### src/rtl/nvdla_apb2csb_pkg.sv
// Shared definitions for the APB3-to-CSB bridge.
//   state_e          : bridge FSM states
//   TIMEOUT_DEFAULT  : default response timeout in cycles (0 disables it)
//   tmo_width()      : counter width needed to count up to a given limit
package nvdla_apb2csb_pkg;

    typedef enum logic [2:0] {
        ST_IDLE    = 3'd0,
        ST_REQ     = 3'd1,
        ST_WAIT_RD = 3'd2,
        ST_WAIT_WR = 3'd3,
        ST_DONE    = 3'd4
    } state_e;

    localparam int TIMEOUT_DEFAULT = 1023;

    function automatic int tmo_width(input int limit);
        return (limit > 0) ? $clog2(limit + 1) : 1;
    endfunction

endpackage

### src/rtl/nvdla_apb2csb_nb_if.sv
// APB3 completer-side bundle for the NVDLA configuration bridge.
//   psel/penable/pwrite/paddr/pwdata : driven by the APB requester
//   prdata/pready/pslverr            : driven by the bridge
// modport master: SoC/APB fabric side; modport slave: bridge side.
interface nvdla_apb2csb_nb_if #(
    parameter int AW = 32
);
    logic          psel;
    logic          penable;
    logic          pwrite;
    logic [AW-1:0] paddr;
    logic [31:0]   pwdata;
    logic [31:0]   prdata;
    logic          pready;
    logic          pslverr;

    modport master (
        output psel, penable, pwrite, paddr, pwdata,
        input  prdata, pready, pslverr
    );

    modport slave (
        input  psel, penable, pwrite, paddr, pwdata,
        output prdata, pready, pslverr
    );
endinterface

### src/rtl/nvdla_apb2csb_tmo.sv
// Response timeout counter for the bridge.
//   clk, rst_n : clock and asynchronous active-low reset
//   clr        : restart the count at zero (takes priority over en)
//   en         : count one cycle while a CSB transaction is outstanding
//   expired    : count has reached LIMIT; held until the next clr
// With LIMIT = 0 the counter is removed and expired is tied low.
module nvdla_apb2csb_tmo
    import nvdla_apb2csb_pkg::*;
#(
    parameter int LIMIT = TIMEOUT_DEFAULT
) (
    input  logic clk,
    input  logic rst_n,
    input  logic clr,
    input  logic en,
    output logic expired
);

    generate
        if (LIMIT > 0) begin : g_cnt
            localparam int CW = tmo_width(LIMIT);
            localparam logic [CW-1:0] LIM = LIMIT[CW-1:0];

            logic [CW-1:0] cnt;

            // Saturates at LIM so a stalled transaction can never wrap back
            // below the limit before the FSM reacts.
            always_ff @(posedge clk or negedge rst_n) begin
                if (!rst_n) begin
                    cnt <= '0;
                end else if (clr) begin
                    cnt <= '0;
                end else if (en && (cnt != LIM)) begin
                    cnt <= cnt + 1'b1;
                end
            end

            assign expired = (cnt == LIM);
        end else begin : g_off
            logic unused_tmo;
            assign unused_tmo = ^{clk, rst_n, clr, en};
            assign expired    = 1'b0;
        end
    endgenerate

endmodule

### src/rtl/nvdla_apb2csb_nb.sv
// APB3-to-CSB bridge for the NVDLA configuration port.
// Each APB access is registered and replayed on CSB by a small FSM; the
// APB side completes with a one-cycle pready pulse once the CSB side is done.
//   pclk, prstn          : clock, asynchronous active-low reset
//   apb (slave modport)  : psel/penable/pwrite/paddr/pwdata in,
//                          prdata/pready/pslverr out (all registered)
//   csb2nvdla_*          : CSB request (valid/ready, addr, wdat, write, nposted)
//   nvdla2csb_valid/data : CSB read response
//   nvdla2csb_wr_complete: completion for non-posted writes
// Misaligned or out-of-window addresses and response timeouts are reported
// on pslverr; timed-out reads return zero data.
module nvdla_apb2csb_nb
    import nvdla_apb2csb_pkg::*;
#(
    parameter int AW         = 32,
    parameter int CSB_AW     = 16,
    parameter int NPOSTED_WR = 0,
    parameter int TIMEOUT    = TIMEOUT_DEFAULT
) (
    input  logic              pclk,
    input  logic              prstn,
    nvdla_apb2csb_nb_if.slave apb,
    output logic              csb2nvdla_valid,
    input  logic              csb2nvdla_ready,
    output logic [CSB_AW-1:0] csb2nvdla_addr,
    output logic [31:0]       csb2nvdla_wdat,
    output logic              csb2nvdla_write,
    output logic              csb2nvdla_nposted,
    input  logic              nvdla2csb_valid,
    input  logic [31:0]       nvdla2csb_data,
    input  logic              nvdla2csb_wr_complete
);

    localparam bit NP = (NPOSTED_WR != 0);

    state_e state;
    state_e state_nxt;
    logic   err;
    logic   err_nxt;
    logic   accept;
    logic   addr_bad;
    logic   cap_rd;
    logic   zero_rd;
    logic   tmo_clr;
    logic   tmo_en;
    logic   tmo_expired;

    assign addr_bad = (apb.paddr[1:0] != 2'b00) || (apb.paddr[AW-1:CSB_AW] != '0);
    assign tmo_en   = (state == ST_REQ) || (state == ST_WAIT_RD) || (state == ST_WAIT_WR);

    nvdla_apb2csb_tmo #(
        .LIMIT (TIMEOUT)
    ) u_tmo (
        .clk     (pclk),
        .rst_n   (prstn),
        .clr     (tmo_clr),
        .en      (tmo_en),
        .expired (tmo_expired)
    );

    always_ff @(posedge pclk or negedge prstn) begin
        if (!prstn) begin
            state <= ST_IDLE;
        end else begin
            state <= state_nxt;
        end
    end

    always_comb begin
        state_nxt = state;
        err_nxt   = err;
        accept    = 1'b0;
        cap_rd    = 1'b0;
        zero_rd   = 1'b0;
        tmo_clr   = 1'b0;

        case (state)
            ST_IDLE: begin
                if (apb.psel && apb.penable) begin
                    accept = 1'b1;
                    if (addr_bad) begin
                        err_nxt   = 1'b1;
                        state_nxt = ST_DONE;
                    end else begin
                        tmo_clr   = 1'b1;
                        state_nxt = ST_REQ;
                    end
                end
            end
            // Timeout is checked first so that an expiry abandons the
            // request even when ready arrives in the same cycle.
            ST_REQ: begin
                if (tmo_expired) begin
                    err_nxt   = 1'b1;
                    zero_rd   = 1'b1;
                    state_nxt = ST_DONE;
                end else if (csb2nvdla_ready) begin
                    if (!csb2nvdla_write) begin
                        state_nxt = ST_WAIT_RD;
                    end else if (NP) begin
                        state_nxt = ST_WAIT_WR;
                    end else begin
                        state_nxt = ST_DONE;
                    end
                end
            end
            ST_WAIT_RD: begin
                if (tmo_expired) begin
                    err_nxt   = 1'b1;
                    zero_rd   = 1'b1;
                    state_nxt = ST_DONE;
                end else if (nvdla2csb_valid) begin
                    cap_rd    = 1'b1;
                    state_nxt = ST_DONE;
                end
            end
            ST_WAIT_WR: begin
                if (tmo_expired) begin
                    err_nxt   = 1'b1;
                    zero_rd   = 1'b1;
                    state_nxt = ST_DONE;
                end else if (nvdla2csb_wr_complete) begin
                    state_nxt = ST_DONE;
                end
            end
            ST_DONE: begin
                err_nxt   = 1'b0;
                state_nxt = ST_IDLE;
            end
            default: begin
                err_nxt   = 1'b0;
                state_nxt = ST_IDLE;
            end
        endcase
    end

    // Outputs are registered from the next-state decode so they line up
    // with the state they belong to without any input-to-output path.
    always_ff @(posedge pclk or negedge prstn) begin
        if (!prstn) begin
            err               <= 1'b0;
            apb.pready        <= 1'b0;
            apb.pslverr       <= 1'b0;
            apb.prdata        <= '0;
            csb2nvdla_valid   <= 1'b0;
            csb2nvdla_addr    <= '0;
            csb2nvdla_wdat    <= '0;
            csb2nvdla_write   <= 1'b0;
            csb2nvdla_nposted <= 1'b0;
        end else begin
            err             <= err_nxt;
            apb.pready      <= (state_nxt == ST_DONE);
            apb.pslverr     <= (state_nxt == ST_DONE) && err_nxt;
            csb2nvdla_valid <= (state_nxt == ST_REQ);
            if (accept) begin
                csb2nvdla_addr    <= {2'b00, apb.paddr[CSB_AW-1:2]};
                csb2nvdla_wdat    <= apb.pwdata;
                csb2nvdla_write   <= apb.pwrite;
                csb2nvdla_nposted <= apb.pwrite & NP;
            end
            if (cap_rd) begin
                apb.prdata <= nvdla2csb_data;
            end else if (zero_rd) begin
                apb.prdata <= '0;
            end
        end
    end

endmodule
### src/flat_wrapper.sv
// flat-port wrapper written by rule: the top's interface ports become plain ports
module nvdla_apb2csb_nb_flat import nvdla_apb2csb_pkg::*;
#(
    parameter int AW         = 32,
    parameter int CSB_AW     = 16,
    parameter int NPOSTED_WR = 0,
    parameter int TIMEOUT    = TIMEOUT_DEFAULT
)
  (pclk, prstn, csb2nvdla_valid, csb2nvdla_ready, csb2nvdla_addr, csb2nvdla_wdat, csb2nvdla_write, csb2nvdla_nposted, nvdla2csb_valid, nvdla2csb_data, nvdla2csb_wr_complete, apb_psel, apb_penable, apb_pwrite, apb_paddr, apb_pwdata, apb_prdata, apb_pready, apb_pslverr);
  nvdla_apb2csb_nb_if #(.AW(AW)) apb_i ();
  input  logic pclk;
  input  logic prstn;
  output logic csb2nvdla_valid;
  input  logic csb2nvdla_ready;
  output logic [CSB_AW-1:0] csb2nvdla_addr;
  output logic [31:0] csb2nvdla_wdat;
  output logic csb2nvdla_write;
  output logic csb2nvdla_nposted;
  input  logic nvdla2csb_valid;
  input  logic [31:0] nvdla2csb_data;
  input  logic nvdla2csb_wr_complete;
  input wire logic [$bits(apb_i.psel)-1:0] apb_psel;
  input wire logic [$bits(apb_i.penable)-1:0] apb_penable;
  input wire logic [$bits(apb_i.pwrite)-1:0] apb_pwrite;
  input wire logic [$bits(apb_i.paddr)-1:0] apb_paddr;
  input wire logic [$bits(apb_i.pwdata)-1:0] apb_pwdata;
  output wire logic [$bits(apb_i.prdata)-1:0] apb_prdata;
  output wire logic [$bits(apb_i.pready)-1:0] apb_pready;
  output wire logic [$bits(apb_i.pslverr)-1:0] apb_pslverr;
  assign apb_i.psel = apb_psel;
  assign apb_i.penable = apb_penable;
  assign apb_i.pwrite = apb_pwrite;
  assign apb_i.paddr = apb_paddr;
  assign apb_i.pwdata = apb_pwdata;
  assign apb_prdata = apb_i.prdata;
  assign apb_pready = apb_i.pready;
  assign apb_pslverr = apb_i.pslverr;
  nvdla_apb2csb_nb #(.AW(AW), .CSB_AW(CSB_AW), .NPOSTED_WR(NPOSTED_WR), .TIMEOUT(TIMEOUT)) u_core (.pclk(pclk), .prstn(prstn), .apb(apb_i), .csb2nvdla_valid(csb2nvdla_valid), .csb2nvdla_ready(csb2nvdla_ready), .csb2nvdla_addr(csb2nvdla_addr), .csb2nvdla_wdat(csb2nvdla_wdat), .csb2nvdla_write(csb2nvdla_write), .csb2nvdla_nposted(csb2nvdla_nposted), .nvdla2csb_valid(nvdla2csb_valid), .nvdla2csb_data(nvdla2csb_data), .nvdla2csb_wr_complete(nvdla2csb_wr_complete));
endmodule
### config.mk
export PLATFORM = sky130hd
export DESIGN_NAME = nvdla_apb2csb_nb_flat
export DESIGN_NICKNAME = d
export VERILOG_FILES = /design/src/rtl/nvdla_apb2csb_pkg.sv /design/src/rtl/nvdla_apb2csb_nb_if.sv /design/src/rtl/nvdla_apb2csb_tmo.sv /design/src/rtl/nvdla_apb2csb_nb.sv /design/src/flat_wrapper.sv
export SDC_FILE = /design/constraint.sdc
export NUM_CORES = 1
export LEC_CHECK = 0
export ABC_AREA = 1
export BUFFER_PORTS_ARGS = -buffer_cell sky130_fd_sc_hd__buf_2
export CORE_ASPECT_RATIO = 0.75
export CORE_MARGIN = 2
export CORE_UTILIZATION = 47
export DETAILED_ROUTE_END_ITERATION = 6
export GPL_ROUTABILITY_DRIVEN = 1
export PLACE_DENSITY = 0.82
export SLEW_MARGIN = 10
export SYNTH_ARGS = -nofsm -noshare
export SYNTH_HDL_FRONTEND = slang
export SYNTH_SLANG_ARGS = --single-unit
### constraint.sdc
create_clock -name pclk -period 2 [get_ports pclk]
set_clock_uncertainty 0.1 [all_clocks]
set_input_delay 0.5 -clock pclk [delete_from_list [all_inputs] [get_ports pclk]]
set_output_delay 0.5 -clock pclk [all_outputs]
set_load 0.005 [all_outputs]
# After elaboration in Yosys (flattened, before gate mapping)
# Cells that the tools add are included.
# W data, S select, Z words.
# classes
n_div,0
eq_ne,7
n_mux,28
n_bitwise,0
n_shift,0
n_reduce_logical,12
addsub,1
mul,0
order_cmp,0
# op_table
operator,n
$mux W32,2
$mux W3,9
$mux W10,2
$reduce_bool A16 Y1,1
$mux W1,13
$pmux W3 S4,1
$add A10 B1 Y10 const B,1
$eq A10 B10 Y1 const B,1
$ne A10 B10 Y1 const B,1
$eq A3 B1 Y1 const B,2
$eq A3 B2 Y1 const B,2
$reduce_bool A2 Y1,3
$eq A3 B3 Y1 const B,1
$logic_and A1 B1 Y1,3
$logic_not A3 Y1,1
$logic_or A1 B1 Y1,3
$reduce_or A3 Y1,1
$pmux W1 S2,1
# word_totals
regBits,96
mem_bits_ro,0
ram_bits,0
mem_count,0
input_bits,104
wordCells,58
latchBits,0

# Logic depth before layout (Yosys ltp)
# logic_depth
depth_word,7
mapped_depth,10
ltp_nobuf,10

# Hierarchy
# A second synthesis with hierarchy kept.
# hier_totals
cells_unflattened,516
hier_area_um2,4251.6
# modules_own_cells
module,n_inst,area_each_um2,seq_area_each_um2,cells_each
nvdla_apb2csb_nb,1,3585.9,2152.1,418
nvdla_apb2csb_tmo,1,665.6,250.2,98

# Worst setup path before layout
# No wires, ideal clock.
# synth_timing
path_kind,reg-to-reg
start,register u_core.u_tmo.g_cnt.cnt[0]
end,register u_core.apb.prdata[0]
arrival_time_ns,1.370
required_ns,1.783
period_less_slack_ns,1.588
path_stages_with_launch,10
setup_slack_ns,0.412
path_cell_list,dfrtp_1 ha_1 nand2_1 nor2_2 nand3_4 nand2_4 inv_4 buf_6 nand2_1 nand2_1
# synth_via
elab_chain_cells,4
# synth_lines
item,line_no,rtl
start: declaration,nvdla_apb2csb_tmo.sv:24,logic [CW-1:0] cnt;
start signal: assignment,nvdla_apb2csb_tmo.sv:34,cnt <= cnt + 1'b1;
$eq A10 B10 Y1 (*),nvdla_apb2csb_tmo.sv:38,assign expired = (cnt == LIM);
"$mux W1, on equally long branches","nvdla_apb2csb_nb.sv:108, nvdla_apb2csb_nb.sv:93, nvdla_apb2csb_nb.sv:118",
"$mux W1, on equally long branches",n/a,
$mux W32 / $reduce_bool A2 Y1 (equally long branches),n/a,
end signal: assignment,nvdla_apb2csb_nb.sv:162,apb.prdata <= nvdla2csb_data;
end: declaration,nvdla_apb2csb_nb_if.sv:24,"output prdata, pready, pslverr"
# Mark *: on every way between the ends. The rest lies on a longest branch, timed or not.
# A chain may end at the register's enable or synchronous reset.

# Final worst setup path
# layout_timing
start,register u_core.u_tmo.g_cnt.cnt[0]
end,register u_core.u_tmo.g_cnt.cnt[7]
# layout_via
elab_chain_cells,3
# layout_lines
item,line_no,rtl
$add A10 B1 Y10 / $ne A10 B10 Y1 (equally long branches),"nvdla_apb2csb_tmo.sv:34, nvdla_apb2csb_tmo.sv:33",
$mux W10 / $logic_and A1 B1 Y1 (equally long branches),nvdla_apb2csb_tmo.sv:33,end else if (en && (cnt != LIM)) begin
$mux W10 / $reduce_bool A2 Y1 (equally long branches),n/a,
# Several ways; a longest one is shown, not always the timed one. The select of a mux whose other input is x is not followed.

==> impl.org <==
** Outcome
- The flow ran to the end, but the final reports show violations.
- Violated checks :: DRC

** Power
- In this run, flip-flops and latches consume roughly half of the power.
- Combinational power share :: a little under an eighth
- Int Pwr :: about 3.3 mW
- Highest ir drop seen on vdd :: 0.000539 V
- In this run the static leakage power is between 3 and 4 nW.
- Portion of total power attributed to the clock network :: a little under two fifths
- Net switching power :: between 1 and 1.5 mW
- Net switching is 23.7% of the power.
- Areal power density over the cells :: just under 800 nW/µm²

** Synthesis
- Basic-gate share of the synthesized area counting and, or, nand and nor cells :: about a third
- Summing the areas of all xor and xnor instances in the mapped netlist gives 0.835% of the synthesized area.
- The cell count after synthesis came out at between 500 and 600.
- The synthesized netlist occupies a cell area of between 4000 and 5000 µm².
- Primary flip-flop cell chosen by synthesis mapping :: dfrtp_1
- Post-synthesis share of cell area spent on full adders, half adders and majority gates :: less than 1%
- By area, the combinational part of the netlist is dominated by simple AND/OR/NAND/NOR gates.
- Sequential-to-total area share from yosys stat :: 57.2%
- Flip-flop and latch count after synthesis :: 96
- Synth cell types :: 29
- Synth Area in Compound Gates :: about 1.3%
- The synthesized design contains 0 enable-type register cells.
- Mapped Avg Cell Area :: between 8 and 9 µm²
- Measured against the total synthesized area, the mux share comes to 0%.
- Share of flip-flops with an asynchronous set or reset :: between 90% and 100%
- Synthesis warning total :: 0

** Placed design
- At the end of routability-driven placement, the weighted congestion stood at approximately 0.89.
- Number of I/O port buffers :: about 190
- Pre-CTS setup slack :: between 0.1 and 0.15 ns
- Final HPWL from detailed placement :: approximately 7600 µm

** Global route
- For this run the aggregate overflow at the end of global routing stands at 0.
- The first global-routing pass estimated about 17000 µm of wire.
- Number of global-route vias before repair :: between 3000 and 4000
- The number of antenna violations at the first check in global routing came to 1.
- Largest net degree at the start of global routing :: 55
- Combined global-route utilization of all metal layers :: a little over a fifth

** Drt
- Dividing the detail-routed via count by the number of cells gives around 4.8.
- Antenna Nets Post-Route :: 0
- The routed layout has around 3800 vias.
- DRC Markers :: 14
- In this run, the number of DRC markers left after iteration 0 of detailed routing was ~170.
- Dividing the detail-routed wire length by the instance count gives between 10 and 15 µm.
- Final routed wirelength across all metal layers :: 10200 µm
- Initial DRT Pass Iterations :: 7

** STA
- The clock period could shrink to 1.79 ns.
- The final count of pins violating max slew is 0.
- Setup total negative slack on the finished layout was measured at 0 ns.
- Final Hold Viols :: 0
- The worst path uses between 80% and 90% of the clock period.
- Static timing analysis puts the maximum clock frequency at about 560 MHz.
- Worst Setup Slack, final :: 0.209 ns
- Setup repair after global routing left no endpoint under its margin.
- Endpoints failing setup :: 0

** Critical path
- In this run the worst path has a maximum fanout of 10.
- At the worst endpoint, the required time is 2.12 ns.
- Arrival time at the worst endpoint :: 1.91 ns
- Critical path, cell by cell :: ha_1, nand2_1, nor2_2, nand3_4, nand2_4, inv_2, nand2_1, nand2_1, inv_1, nor2_1
- For this design, the slowest cell found on the critical path is dfrtp_1.
- Startpoint of the lowest-slack register-to-register path :: u_core.u_tmo.g_cnt.cnt[0]
- Crit path launch type :: flip-flop
- Among the stages of the critical path, the cell type that occurs most often is nand2_1.
- Total buffers and inverters traversed by the critical path :: 2
- Launching element of the worst setup path :: u_core.u_tmo.g_cnt.cnt[0]
- For this run, the slowest stage of the critical path takes roughly 0.43 ns.
- The critical path is of the flip-flop to flip-flop type.
- Crit end category :: flip-flop
- The kind of cell with the highest combined delay along the critical path is simple AND/OR/NAND/NOR gates.

** Clock tree
- Clock tree from TritonCTS :: built
- Number of clock sinks seen by CTS :: 96
- Post-CTS timing repair inserted 0 buffers for setup.
- H-tree depth reported by CTS :: 3
- Worst-Skew Late Latency :: ~0.33 ns
- CTS-repair resized insts :: 0
- In this run the clock root is driven by a clkbuf_16.
- Clock input transition at the sequential cells of the worst setup and hold paths :: 0.06 ns
- No sink is reached through more buffers than the 2 on the longest clock path.
- Number of buffers inserted during clock tree synthesis :: 9

** Cells and area
- The post-route netlist has about a third of its cells at a drive strength greater than 1.
- The library cells used most frequently in the layout, excluding fill and tap cells, are nand2_1 (249), buf_2 (184), dfrtp_1 (96).
- From synthesis to final layout, the design area changed by 30.9%.
- After the last flow step, the layout net total stands at ~790.
- N_diodes :: 0
- Leaving out fill and tap cells, the most frequent cell in the layout is nand2_1.

** Floorplan
- In this run the horizontal extent of the chip is roughly 110 µm.
- The die covers 9710 µm².
- Area of the core :: approximately 8600 µm²
- Row generation in the floorplan step produced 29 rows.
- I/O pin count :: about 190
- The floorplan step set the die height to 85.8 µm.
- Initial Util :: between 40% and 50%

** Job
- Max Cap Viol :: 0

** Min path
- Startpoint of the lowest-slack hold path :: apb_pwdata[11]
- Type of the tightest min-delay check :: input port to flip-flop
worst reg2reg max path, cell delays in order (launching register included):
cell and delay, ns:
dfrtp_1 0.43, ha_1 0.19, nand2_1 0.11, nor2_2 0.19
nand3_4 0.19, nand2_4 0.14, inv_2 0.09, nand2_1 0.10
nand2_1 0.06, inv_1 0.05, nor2_1 0.04
cell usage after synthesis, types with 2 or more instances:
| cell | number | area (µm²) |
|---|---|---|
| buf_2 | 8 | 40.0 |
| buf_4 | 9 | 67.6 |
| buf_6 | 4 | 45.0 |
| dfrtp_1 | 96 | 2400 |
| inv_1 | 26 | 97.6 |
| inv_2 | 4 | 15.0 |
| nand2_1 | 249 | 935 |
| nand2_2 | 3 | 18.8 |
| nand2_4 | 2 | 22.5 |
| nand3_1 | 44 | 220 |
| nand4_1 | 5 | 31.3 |
| nor2_1 | 27 | 101 |
| nor2_2 | 3 | 18.8 |
| nor2_4 | 2 | 22.5 |
| nor3_1 | 3 | 15.0 |
| o211ai_1 | 2 | 15.0 |
| o21ai_0 | 2 | 10.0 |
| xor2_1 | 3 | 26.3 |
area by class of cell:
cell class                 instances  area [µm²]
sequential                        96        2400
clock buffer                      12         236
clock inverter                     4        45.0
fill                             724        3070
tap                              108         135
inverter                          31         119
multi-input combinational        356        1530
timing repair buffer             193        1030
what timing repair did:
| item | CTS | global route |
|---|---|---|
| hold buffers | 1 | 0 |
| endpoints found under the hold margin | 16 | 0 |
| endpoints found under the setup margin | 0 | 0 |
cells by family after synthesis:
family | after synthesis
and+or+nand+nor | 341
adders and majority gates | 1
buffers and inverters | 53
AOI/OAI and AO/OA | 7
xor gates and xnor gates | 4
other | 1
DFF | 96
per-layer routing:
metal | track usage (%) | part of all wire (%)
met3 | 6.64 | 8.8
met4 | 6.76 | 1.6
met2 | 34.0 | 45
met1 | 29.0 | 45
met5 | 0 | 0.13
final timing paths:
| path | endpoint | depth (start not counted) | slack, ns |
|---|---|---|---|
| setup / recovery | u_core.u_tmo.g_cnt.cnt[7] | 10 | 0.21 |
| hold reg to reg | u_core.csb2nvdla_addr[3] | 2 | 0.37 |
| setup reg to reg | u_core.u_tmo.g_cnt.cnt[7] | 10 | 0.21 |
| hold / removal | u_core.csb2nvdla_wdat[11] | 3 | 0.26 |
| min in group asynchronous | u_core.csb2nvdla_wdat[11] | 2 | 0.46 |
| max in group asynchronous | u_core.csb2nvdla_wdat[4] | 3 | 0.74 |
state kept, by name (all words and copies together), names as in the netlist, 3 cells and up:
| register | cells |
|---|---|
| u_core.apb.prdata | 32 |
| u_core.csb2nvdla_wdat | 32 |
| u_core.csb2nvdla_addr | 14 |
| u_core.u_tmo.g_cnt.cnt | 10 |
| u_core.state | 3 |
power groups by stage:
| stage | Sequential, mW | Combinational [mW] | Clock (mW) |
|---|---|---|---|
| final | 2.17 | 0.522 | 1.64 |
| after CTS | 2.17 | 0.533 | 1.69 |
| after global routing | 2.19 | 0.594 | 1.78 |
| after global placement | 2.20 | 0.513 | 0 |
| after floorplan | 2.22 | 0.183 | 0 |
| after detailed placement | 2.21 | 0.530 | 0 |
per-stage QoR:
step                instance area, µm²  cells  hold slack (ns)  util (%)  power (mW)
finish                            5490    800            0.261      64.2        4.34
global route                      5490    800            0.252      64.2        4.57
detailed placement                5200    783            0.280      60.8        2.74
CTS                               5490    800            0.246      64.2        4.40
global placement                  5200    783            0.278      60.8        2.71
floorplan                         4210    505            0.104         -        2.40
Note: power is estimated with default switching activity, not from simulation.
